<file path="config.mk">
export PLATFORM = sky130hd
export DESIGN_NAME = mod_n_updown_counter
export DESIGN_NICKNAME = d
export VERILOG_FILES = /design/src/rtl/mod_n_updown_counter.sv
export SDC_FILE = /design/constraint.sdc
export NUM_CORES = 1
export LEC_CHECK = 0
export CAP_MARGIN = 20
export CORE_AREA = 2 2 39 41
export DETAILED_ROUTE_END_ITERATION = 10
export DIE_AREA = 0 0 41 43
export PLACE_DENSITY_LB_ADDON = 0.3
export SYNTH_ARGS = -nofsm -noshare
export SYNTH_HDL_FRONTEND = slang
export SYNTH_SLANG_ARGS = --single-unit
</file>
<file path="constraint.sdc">
create_clock -name clk_i -period 2.8 [get_ports clk_i]
set_input_delay 0.56 -clock clk_i [delete_from_list [all_inputs] [get_ports clk_i]]
set_output_delay 0.56 -clock clk_i [all_outputs]
set_load 0.05 [all_outputs]
</file>
<file path="src/rtl/mod_n_updown_counter.sv">
// Parametrised modulo-MOD up/down counter with clear, clamped parallel load and cascade carry.
// Latency: data_o, wrap_o and load_err_o are registered one edge after their inputs; tc_o is combinational.
// Backpressure: none; an operation is accepted on every edge, chained stages gate each other through en_i.
module mod_n_updown_counter #(
    parameter int WIDTH = 4,
    parameter int MOD   = 10
) (
    input  logic             clk_i,
    input  logic             rst_i,
    input  logic             clear_i,
    input  logic             load_i,
    input  logic [WIDTH-1:0] load_val_i,
    input  logic             en_i,
    input  logic             up_dn_i,
    output logic [WIDTH-1:0] data_o,
    output logic             tc_o,
    output logic             wrap_o,
    output logic             load_err_o
);

    if (WIDTH < 1 || MOD < 2 || longint'(MOD) > (longint'(1) << WIDTH)) begin : g_bad_param
        $error("mod_n_updown_counter: need WIDTH >= 1 and 2 <= MOD <= 2**WIDTH");
    end

    localparam logic [WIDTH-1:0] MAX_V = WIDTH'(MOD - 1);

    logic [WIDTH-1:0] cnt_q, cnt_d;
    logic             wrap_q, wrap_d;
    logic             lerr_q, lerr_d;
    logic             at_max;
    logic             at_zero;
    logic             count_ok;

    assign at_max   = (cnt_q == MAX_V);
    assign at_zero  = (cnt_q == '0);
    assign count_ok = en_i & ~rst_i & ~clear_i & ~load_i;

    always_comb begin
        cnt_d  = cnt_q;
        wrap_d = 1'b0;
        lerr_d = 1'b0;
        if (clear_i) begin
            cnt_d = '0;
        end else if (load_i) begin
            if (load_val_i > MAX_V) begin
                cnt_d  = MAX_V;
                lerr_d = 1'b1;
            end else begin
                cnt_d = load_val_i;
            end
        end else if (en_i) begin
            if (up_dn_i) begin
                // >= rather than == so an out-of-range value still recovers to 0
                if (cnt_q >= MAX_V) begin
                    cnt_d  = '0;
                    wrap_d = 1'b1;
                end else begin
                    cnt_d = cnt_q + 1'b1;
                end
            end else begin
                if (at_zero) begin
                    cnt_d  = MAX_V;
                    wrap_d = 1'b1;
                end else if (cnt_q > MAX_V) begin
                    cnt_d = MAX_V;
                end else begin
                    cnt_d = cnt_q - 1'b1;
                end
            end
        end
    end

    always_ff @(posedge clk_i) begin
        if (rst_i) begin
            cnt_q  <= '0;
            wrap_q <= 1'b0;
            lerr_q <= 1'b0;
        end else begin
            cnt_q  <= cnt_d;
            wrap_q <= wrap_d;
            lerr_q <= lerr_d;
        end
    end

    assign data_o     = cnt_q;
    assign wrap_o     = wrap_q;
    assign load_err_o = lerr_q;
    // Carry is raised ahead of the wrapping edge so a stage fed by it advances on that same edge
    assign tc_o       = count_ok & ((up_dn_i & at_max) | (~up_dn_i & at_zero));

endmodule

</file>
; Yosys cells after proc, flatten, opt, wreduce, memory -nomap -nowiden
; Cells that the tools add are included.
; W data, S select, Z words.
[totals]
register_bits = 6
latch_bits = 0
ramBits = 0
mem_bits_ro = 0
in_bits = 10
out_inout_bits = 7
elab_cells = 37
n_memories = 0
[op_classes]
n_addsub = 2
n_mul = 0
div_mod_pow = 0
magnitude_cmp = 3
n_eq_ne = 1
shift = 0
mux = 11
bitwise_logic = 12
reduce_logical = 5
[op_table]
columns = operator, n
row1 = $mux W4, 7
row2 = $gt A4 B4 Y1 const B, 2
row3 = $and A1 B1 Y1, 6
row4 = $not A1 Y1, 5
row5 = $add A4 B1 Y4 const B, 1
row6 = $eq A4 B4 Y1 const B, 1
row7 = $ge A4 B4 Y1 const B, 1
row8 = $logic_not A4 Y1, 1
row9 = $mux W1, 4
row10 = $reduce_or A4 Y1, 1
row11 = $sub A4 B1 Y4 const B, 1
row12 = $reduce_or A3 Y1, 1
row13 = $reduce_bool A2 Y1, 1
row14 = $reduce_or A2 Y1, 1
row15 = $or A1 B1 Y1, 1

; Logic depth before layout (Yosys ltp)
[logic_depth]
ltp_word = 6
depth_mapped = 6

; Worst setup path after synthesis
; Ideal clock, no wire load.
[synth_timing]
path_kind = reg2out
from = reg cnt_q[0] (netlist: data_o[0])
to = out tc_o
t_arrival_ns = 2.205
required_time_ns = 2.240
slack_ns = 0.035
stages_incl_launch_ff = 4
n_path_buf = 0
cell_sequence = dfxtp_1 > ha_1 > a31oi_1 > nor3_1
[synth_via]
elab_chain_cells = 4
word_cells_on_any_way = 6
[synth_lines]
columns = item, line_no
row1 = "start, declared", 27  ; logic [WIDTH-1:0] cnt_q, cnt_d;
row2 = "start signal, assigned", 79  ; cnt_q <= cnt_d;
row3 = $eq A4 B4 Y1 / $logic_not A4 Y1 (equally long branches), "34, 35"
row4 = $and A1 B1 Y1, 89  ; assign tc_o = count_ok & ((up_dn_i & at_max) | (~up_dn_i & at_zero));
row5 = $or A1 B1 Y1 (*), 89
row6 = $and A1 B1 Y1 (*), 89
row7 = "end, declared", 16  ; output logic tc_o,
; Every way passes the cells marked *; elsewhere a longest branch is shown, timed or not.

; Worst setup path in the final report
[layout_timing]
from = in rst_i
to = out tc_o
[layout_via]
elab_chain_cells = 5
[layout_lines]
columns = item, line_no
row1 = "start, declared", 9  ; input logic rst_i,
row2 = $not A1 Y1, 36  ; assign count_ok = en_i & ~rst_i & ~clear_i & ~load_i;
row3 = $and A1 B1 Y1 (3 in a row), 36
row4 = $and A1 B1 Y1, 89
; No other way between the ends.

==> results.toml <==
[yosys]
synth-edff-count = 0
async_flop_share_pct = 0
ys_ff_latch = 6
synthCells = 70
syn_area_um2 = 568
synth_area_leaders = "dfxtp_1 21%, ha_1 8.8%, o21ai_0 6.2%"
ys_types = 33
synth_top_area_share_pct = 21.1
avgSynthCellArea_um2 = 8.11
synth_area_leader_cell = "dfxtp_1"
ys_warn_count = 0
ys_seq_area_share_pct = 21.1
ys.flop_type = "dfxtp_1"
syn_nets = 84

[floorplan]
die_h_um = 43
start_util_pct = 41.0
num_io_pins = 17
die-area_um2 = 1760
core_area_um2 = 1380
fp.dieW_um = 41
num_rows = 14

[timing]
drv_slew = 0
timing.setup.tns_ns = 0
slew_headroom_pct = 67.0
worst_slew_pin_slew_ns = 0.493
finalCritPeriodShare_pct = 86.3
rsz0062_at_grt = "false"
skew_ns = 0.00541
setup_violations = 0
finalCriticalPeriod_ns = 2.42
finalHoldViolations = 0
max_freq_mhz = 414

[layout]
syn_to_final_growth_pct = 35.9
post-route-util_pct = 55.8
nFillCells = 147
drive_above_1_share_pct = 19.3
fin_nets = 104
diodes = 0

[power]
power_leakage_nw = 0.312
power_density_nw_per_um2 = 356
vdd.ir_drop.worst_uv = 206

[setup_path]
r2r_setup_slack_ns = 1.05
critPathKind = "input port to output port"
rr_endpoint = "data_o[3]"
worst_ep_arrival_time_ns = 1.86
reg2reg_depth = 6
crit_start = "rst_i"
worstSetupStartpointType = "input port"
cp.required_ns = 2.24
endpoint_kind = "output port"
crit_path_end = "tc_o"
worstPathMaxFanout = 6
rr_startpoint = "data_o[0]"

[route]
wirelength_um = 1260
wire_per_inst_um = 12.1
viasPerCell = 5.48
drt_iter0_markers = 9
ant_nets = 0
dr.pass1.iters = 4
vias = 570
drc = 0

[grt]
grt_pass1_vias = 524
overflow = 0
grt_pass1_wl_um = 2110
antenna_found_initial = 0
grtUsageTotal_pct = 17.1
grt_max_degree = 14

[clock_tree]
cts_root_buf = "clkbuf_4"
clk_pin_slew_ns = 0.05
h-tree-depth = 1
hold_buffers = 0
clockBufferDepth = 2
cts_setup_buffers = 0
cts_made_buffers = 3
clkSinkCount = 6
clock_latency_ns = 0.24
cts-resized-gates = 0
cts_tree = "done"

[placement]
dp_hpwl_um = 995
port_buffers = 16
finalWeightedCongestion = 0.802

[job]
maxCapViolations = 0

[min_path]
hold_path.startpoint = "data_o[3]"
hold_class = "register to register"

[status]
status = "finished, final reports clean"
## layer usage
metal / GRT usage, % / vias to the layer above / wire, um
met5: 0 / - / 0
met4: 4.00 / 0 / 0
met3: 4.71 / 0 / 82
met2: 25.6 / 19 / 604
met1: 23.5 / 251 / 571
li1: - / 300 / -
## state kept, by name (all words and copies together) (netlist names)
signal and cells:
load_err_o 1, data_o 4, wrap_o 1
## synthesized netlist by cell type, types with 2 or more instances
cell / n
a21oi_1: 3
a311oi_1: 2
a31oi_1: 2
and2b_2: 2
buf_2: 2
dfxtp_1: 6
ha_1: 4
inv_1: 6
nand2_1: 4
nor2_1: 5
nor3_1: 3
nor4_1: 2
o21ai_0: 7
o311ai_0: 3
## cell type report
class                      count  area [um2]  area share, %
tap                           16        20.0           2.59
timing repair buffer          19         193           25.0
inverter                       6        22.5           2.92
multi-input combinational     54         394           51.1
clock buffer                   3        22.5           2.92
sequential                     6         120           15.6
## cell usage in the layout (no fill, tap or decap), types with 2 or more instances in the layout
master           instances
buf_4                    3
a311oi_1                 2
nand2_1                  4
dfxtp_1                  6
ha_1                     4
a21oi_1                  3
a31oi_1                  2
nor3_1                   3
o21ai_0                  7
clkbuf_4                 3
nor4_1                   2
clkdlybuf4s50_1         15
o311ai_0                 3
nor2_1                   5
and2b_2                  2
inv_1                    6
## cell families (layout without fill, tap and decap cells)
family	after synthesis	count (layout)	synth area share (%)
AO/OA/AOI/OAI	25	25	31.7
AND/OR/NAND/NOR	22	22	23.6
buffers and inverters	10	28	9.47
flip-flops	6	6	21.1
adder cells (fa/ha/maj)	4	4	8.81
multiplexers	2	2	3.74
XOR/XNOR	1	1	1.54
## worst max-delay path, stage by stage
cell,delay (ns)
clkdlybuf4s50_1,0.42
nor2_1,0.31
nand2_1,0.10
nor3_1,0.28
buf_12,0.18
## worst min-delay path by stage
| stage | endpoint | slack (ns) | cells past startpoint |
|---|---|---|---|
| detailed placement | data_o[0] | 0.72 | 1 |
| CTS | wrap_o | 0.73 | 2 |
| finish | wrap_o | 0.72 | 2 |
| floorplan | wrap_o | 0.64 | 1 |
| global placement | data_o[0] | 0.71 | 1 |
| global route | data_o[0] | 0.78 | 1 |
## per-stage QoR
stage	instance area [um2]	setup WS [ns]	power [W]	instances	hold slack, ns
finish	772	0.385	0.000275	104	0.718
floorplan	568	0.0349	0.000162	70	0.637
CTS	772	0.372	0.000279	104	0.733
global route	772	0.284	0.000295	104	0.779
detailed placement	749	0.373	0.000197	101	0.721
global placement	749	0.438	0.000196	101	0.713
## power breakdown
| group | leakage (nW) | switching (W) | internal (W) | total [W] |
|---|---|---|---|---|
| Clock | 0.0138 | 0.0000311 | 0.0000485 | 0.0000796 |
| Sequential | 0.0490 | 0.00000791 | 0.0000892 | 0.0000971 |
| Combinational | 0.249 | 0.0000493 | 0.0000486 | 0.0000979 |
| Total | 0.312 | 0.0000883 | 0.000186 | 0.000275 |
(Power assumes the default switching activity.)
